File: src/rtl/uart_rx_ctrl.sv
// UART receive sequencer: synchronises rx, frames start/data/parity/stop bits on
// baud ticks from an external generator, and hands words to the host via valid/ready.
module uart_rx_ctrl #(
   parameter int DATA_BITS   = 8,
   parameter int PARITY_EN   = 0,
   parameter int PARITY_ODD  = 0,
   parameter int SYNC_STAGES = 2
) (
   input  logic                 clk,
   input  logic                 arst_n,
   input  logic                 rx,
   input  logic                 baud_tick,
   output logic                 baud_en,
   output logic                 baud_restart,
   output logic [DATA_BITS-1:0] rx_data,
   output logic                 rx_valid,
   input  logic                 rx_ready,
   output logic                 frame_err,
   output logic                 parity_err,
   output logic                 overrun,
   output logic                 busy
);

   // state    | meaning
   // S_IDLE   | line idle, baud generator stopped, waiting for falling edge
   // S_START  | generator restarted, confirm start bit low at its centre
   // S_DATA   | shift DATA_BITS data bits in, LSB first
   // S_PARITY | sample parity bit and compute mismatch
   // S_STOP   | sample stop bit, deliver word or flag overrun
   typedef enum logic [2:0] {S_IDLE, S_START, S_DATA, S_PARITY, S_STOP} state_t;

   localparam bit         PAR_EN   = (PARITY_EN != 0);
   localparam bit         ODD_BIT  = (PARITY_ODD != 0);
   localparam logic [3:0] LAST_BIT = 4'(DATA_BITS - 1);

   logic [SYNC_STAGES-1:0] sync;
   logic                   rx_s;
   logic                   rx_s_prev;
   logic                   fall_edge;
   state_t                 state;
   logic [3:0]             bit_cnt;
   logic [DATA_BITS-1:0]   shift;
   logic                   perr;

   assign rx_s      = sync[SYNC_STAGES-1];
   assign fall_edge = rx_s_prev & ~rx_s;

   always_ff @(posedge clk or negedge arst_n) begin
      if (!arst_n) begin
         sync      <= '1;
         rx_s_prev <= 1'b1;
      end else begin
         sync      <= {sync[SYNC_STAGES-2:0], rx};
         rx_s_prev <= rx_s;
      end
   end

   always_ff @(posedge clk or negedge arst_n) begin
      if (!arst_n) begin
         state        <= S_IDLE;
         bit_cnt      <= '0;
         shift        <= '0;
         perr         <= 1'b0;
         baud_en      <= 1'b0;
         baud_restart <= 1'b0;
         rx_data      <= '0;
         rx_valid     <= 1'b0;
         frame_err    <= 1'b0;
         parity_err   <= 1'b0;
         overrun      <= 1'b0;
         busy         <= 1'b0;
      end else begin
         baud_restart <= 1'b0;
         overrun      <= 1'b0;
         if (rx_valid && rx_ready)
            rx_valid <= 1'b0;

         case (state)
            S_IDLE: begin
               if (fall_edge) begin
                  state        <= S_START;
                  baud_restart <= 1'b1;
                  baud_en      <= 1'b1;
                  busy         <= 1'b1;
               end
            end
            S_START: begin
               if (baud_tick) begin
                  if (!rx_s) begin
                     state   <= S_DATA;
                     bit_cnt <= '0;
                  end else begin
                     state   <= S_IDLE;
                     baud_en <= 1'b0;
                     busy    <= 1'b0;
                  end
               end
            end
            S_DATA: begin
               if (baud_tick) begin
                  shift   <= {rx_s, shift[DATA_BITS-1:1]};
                  bit_cnt <= bit_cnt + 4'd1;
                  if (bit_cnt == LAST_BIT)
                     state <= PAR_EN ? S_PARITY : S_STOP;
               end
            end
            S_PARITY: begin
               if (baud_tick) begin
                  perr  <= (^shift) ^ rx_s ^ ODD_BIT;
                  state <= S_STOP;
               end
            end
            S_STOP: begin
               if (baud_tick) begin
                  state   <= S_IDLE;
                  baud_en <= 1'b0;
                  busy    <= 1'b0;
                  // A word still waiting for the host wins; the new frame is dropped.
                  if (!rx_valid || rx_ready) begin
                     rx_data    <= shift;
                     frame_err  <= ~rx_s;
                     parity_err <= PAR_EN & perr;
                     rx_valid   <= 1'b1;
                  end else begin
                     overrun <= 1'b1;
                  end
               end
            end
            default: begin
               state   <= S_IDLE;
               baud_en <= 1'b0;
               busy    <= 1'b0;
            end
         endcase
      end
   end

endmodule
File: config.mk
export PLATFORM = sky130hd
export DESIGN_NAME = uart_rx_ctrl
export DESIGN_NICKNAME = d
export VERILOG_FILES = /design/src/rtl/uart_rx_ctrl.sv
export SDC_FILE = /design/constraint.sdc
export NUM_CORES = 1
export LEC_CHECK = 0
export BUFFER_PORTS_ARGS = -buffer_cell sky130_fd_sc_hd__buf_2
export CELL_PAD_IN_SITES_DETAIL_PLACEMENT = 0
export CELL_PAD_IN_SITES_GLOBAL_PLACEMENT = 1
export CORE_MARGIN = 2
export CORE_UTILIZATION = 35
export CTS_BUF_LIST = sky130_fd_sc_hd__clkbuf_8
export DETAILED_ROUTE_END_ITERATION = 10
export PLACE_DENSITY = 0.69
export SETUP_SLACK_MARGIN = 0.5
export SYNTH_ARGS = -nofsm -noshare
export SYNTH_HDL_FRONTEND = slang
export SYNTH_SLANG_ARGS = --single-unit
export TNS_END_PERCENT = 30
File: constraint.sdc
create_clock -name clk -period 3.5 [get_ports clk]
set_input_delay 0.7 -clock clk [delete_from_list [all_inputs] [get_ports clk]]
set_output_delay 0.7 -clock clk [all_outputs]
set_load 0.01 [all_outputs]
==> results.rst <==
.. list-table::
   :header-rows: 1

   * - Metric
     - Value
   * - Core Region
     - 3630 um2
   * - Post-synth top cells
     - dfrtp_1, mux2_2, nor2_1
   * - Async SR Flop Fraction
     - 100%
   * - Synthesis-to-finish area growth
     - 16.3%
   * - Data required, critical path
     - 3.66 ns
   * - Starting density of the core
     - 36.2%
   * - Per-cell via count in the routed design
     - 4.93
   * - Post-CTS Repair Setup Buffers
     - 0
   * - Avg Inst Size Synth
     - 13.3 um2
   * - Worst-path fanout max
     - 13
   * - Status
     - complete, no violations
   * - Fraction of layout cells with a size suffix above 1
     - 41.2%
   * - Maximum number of pins on one net before global-route repair
     - 32
   * - Final critical-path required period
     - 1.55 ns
   * - Input/output buffers
     - 18
   * - Leak
     - 0.732 nW
   * - Post-cts gate resize count
     - 0
   * - Largest family of logic cells by synthesized area
     - multiplexers
   * - Final core utilization
     - 42.0%
   * - Buffer type at the clock tree root
     - clkbuf_8
   * - Clock buffers created by TritonCTS
     - 5
   * - Final-report hold violation count
     - 0
   * - Number of global-route vias before repair
     - 828
   * - Ratio of total power to cell area
     - 854 nW/um2
   * - Overall track demand over capacity in global routing
     - 11.7%
   * - Hold Buf Count CTS
     - 0
   * - Clock sink count
     - 31
   * - RSZ-0062 raised after global routing
     - false
   * - Maximum vdd drop
     - 0.322 mV
   * - First-pass GRT wire length
     - 3.67 mm
   * - Number of DRC violations after detailed-routing iteration 0
     - 34
   * - Critical path capture point type
     - flip-flop
   * - Largest area contributor in the netlist
     - dfrtp_1
   * - Total nets after synthesis
     - 105
   * - Area share of the leading cell type in the synthesized netlist
     - 53.3%
   * - Share of synthesized cell area in and, or, nand and nor gates
     - 13.6%
   * - Fmax
     - 645 MHz
   * - Primary FF master, synth
     - dfrtp_1
   * - Post-Place Cell Area
     - 1430 um2
   * - Worst hold path class
     - reg2reg
   * - Element type at the critical path start
     - flip-flop
   * - Multiplexer area fraction after synthesis
     - 14.5%
   * - Remaining design rule violation count
     - 0
   * - Number of max-slew violations in the final report
     - 0
   * - Floorplan row count
     - 22
   * - Library cells used by synthesis
     - 30
   * - Placer's final routability congestion estimate
     - 0.714
   * - Top-count cell post-synth
     - dfrtp_1
   * - Delay of the slowest cell on the worst path
     - 0.52 ns
   * - Synth Area in Compound Gates
     - 8.29%
   * - Final ANT Viol Nets
     - 0
   * - Post-synthesis adder-cell area fraction
     - 0.952%
   * - Share of synthesized area occupied by flip-flops and latches
     - 59.3%
   * - Fin crit share
     - 44.3%
   * - Clk buf depth
     - 2
   * - Least-Margin Pin Slew
     - 0.668 ns
   * - Clock tree from TritonCTS
     - built
   * - Number of violations of the max-capacitance limit
     - 0
   * - Initial antenna violation count
     - 0
   * - Cell chain of the critical path
     - nor2_1, nand4_4, mux2_2
   * - Routed wire length
     - 2.18 mm
   * - Yosys reg bits
     - 31
   * - Worst-skew pair later-pin latency
     - 0.28 ns
   * - Post-CTS clock slew at the launch and capture registers of the worst setup and hold paths
     - 0.06 ns
   * - 1st-pass router iterations
     - 4
   * - Data arrival time at the worst-slack endpoint
     - 1.71 ns
   * - Die footprint
     - 4260 um2
   * - Final number of setup-violating endpoints
     - 0
   * - Post-detailed-route wirelength per cell
     - 13.0 um
   * - Nets@finish
     - 124
   * - Gate count of the mapped netlist
     - 99
   * - Accumulated negative setup slack
     - 0 ns
   * - Diode insertion count for antenna repair
     - 0
   * - Top cells by area, synth
     - dfrtp_1, mux2_2, dfstp_2, and3b_1, nand2b_1
   * - Slew margin rel.
     - 55.5%
   * - Finished layout cell area
     - 1530 um2
   * - DR vias
     - 824
   * - Area of the mapped netlist
     - 1310 um2
   * - Start-to-end type of the worst setup path
     - reg2reg
   * - H-Tree Depth
     - 2
   * - Post-Synth XOR/XNOR Area
     - 0%
   * - Critical-path cell with the highest stage delay
     - dfrtp_1
   * - Number of synthesis warnings
     - 0
   * - Count of pins on the block boundary
     - 20
   * - Die height
     - 65.3 um
   * - Clock skew
     - 0.00636 ns
   * - Total gr overflow
     - 0
   * - Die Span X
     - 65.3 um
   * - HPWL reported at the end of detailed placement
     - 1.48 mm
   * - Number of enable flip-flop cells after synthesis
     - 0
## state kept, by name (all words and copies together), names as in the netlist
signal        cells
rx_s_prev         1
state             3
frame_err         1
shift             8
overrun           1
bit_cnt           4
baud_restart      1
rx_valid          1
rx_data           8
sync              2
busy              1
## path summary, 6_finish.rpt
kind | start | to | cells after the start | slack [ns]
max in group asynchronous | arst_n | rx_data[3]$_DFFE_PN0P_ | 1 | 2.61
min reg2reg | sync[0]$_DFF_PN1_ | sync[1]$_DFF_PN1_ | 0 | 0.36
max | state[0]$_DFFE_PN0P_ | rx_data[7]$_DFFE_PN0P_ | 3 | 1.95
min in group asynchronous | arst_n | state[2]$_DFFE_PN0P_ | 1 | 0.45
max reg2reg | state[0]$_DFFE_PN0P_ | rx_data[7]$_DFFE_PN0P_ | 3 | 1.95
min | sync[0]$_DFF_PN1_ | sync[1]$_DFF_PN1_ | 0 | 0.36
## per-stage QoR
step | total power, mW | setup slack [ns] | hold WS, ns | cells
2_1_floorplan | 0.897 | 1.97 | 0.345 | 99
3_3_place_gp | 0.996 | 1.70 | 0.345 | 159
3_5_place_dp | 1.01 | 1.64 | 0.347 | 159
4_1_cts | 1.33 | 1.91 | 0.356 | 167
5_1_grt | 1.40 | 1.84 | 0.361 | 167
6_report | 1.30 | 1.95 | 0.356 | 167
## report_power, final
group          leakage (nW)  internal, mW  switching [mW]
combinational         0.293         0.212           0.171
clock                0.0557         0.176           0.125
sequential            0.384         0.497           0.124
total                 0.732         0.885           0.420
## routing by layer
metal | up-vias | global-route usage [%] | part of all wire (%)
met3 | 2 | 5.31 | 5.1
li1 | 388 | - | -
met1 | 411 | 13.6 | 46
met5 | - | 0 | 0
met4 | 0 | 5.99 | 1.2
met2 | 23 | 18.2 | 48
## worst max-delay path, delay by kind of cell, from the launching register on
family        cells  cell delay, ns
flops             1            0.52
simple gates      2            0.57
mux               1            0.34
## logic make-up after synthesis
logic type | count (synthesis)
DFF | 31
and+or+nand+nor | 26
muxes | 17
AOI/OAI and AO/OA | 16
buffers and inverters | 7
adders and majority gates | 1
other | 1
## area by class of cell
cell class | instances | area (um2)
multi-input combinational | 61 | 494
clock buffer | 7 | 96.3
inverter | 1 | 3.75
timing repair buffer | 18 | 90.1
tap | 48 | 60.1
clock inverter | 1 | 3.75
fill | 367 | 2110
sequential | 31 | 779
## cell usage in the layout (no fill, tap or decap)
cell type / n
a21boi_1: 1
a21oi_1: 3
a221oi_1: 2
a311oi_1: 1
a31o_2: 1
a31oi_1: 2
a32o_1: 1
a41oi_1: 1
and3b_1: 4
and4bb_2: 1
buf_2: 18
clkbuf_8: 7
conb_1: 1
dfrtp_1: 28
dfstp_2: 3
ha_1: 1
inv_1: 2
mux2_2: 16
mux2i_1: 1
nand2_1: 4
nand2b_1: 4
nand3_1: 1
nand4_4: 1
nor2_1: 6
nor2_2: 1
nor2b_1: 2
o21ai_0: 4
or4b_1: 1
or4b_4: 1
Power figures use the tool's default switching activity.
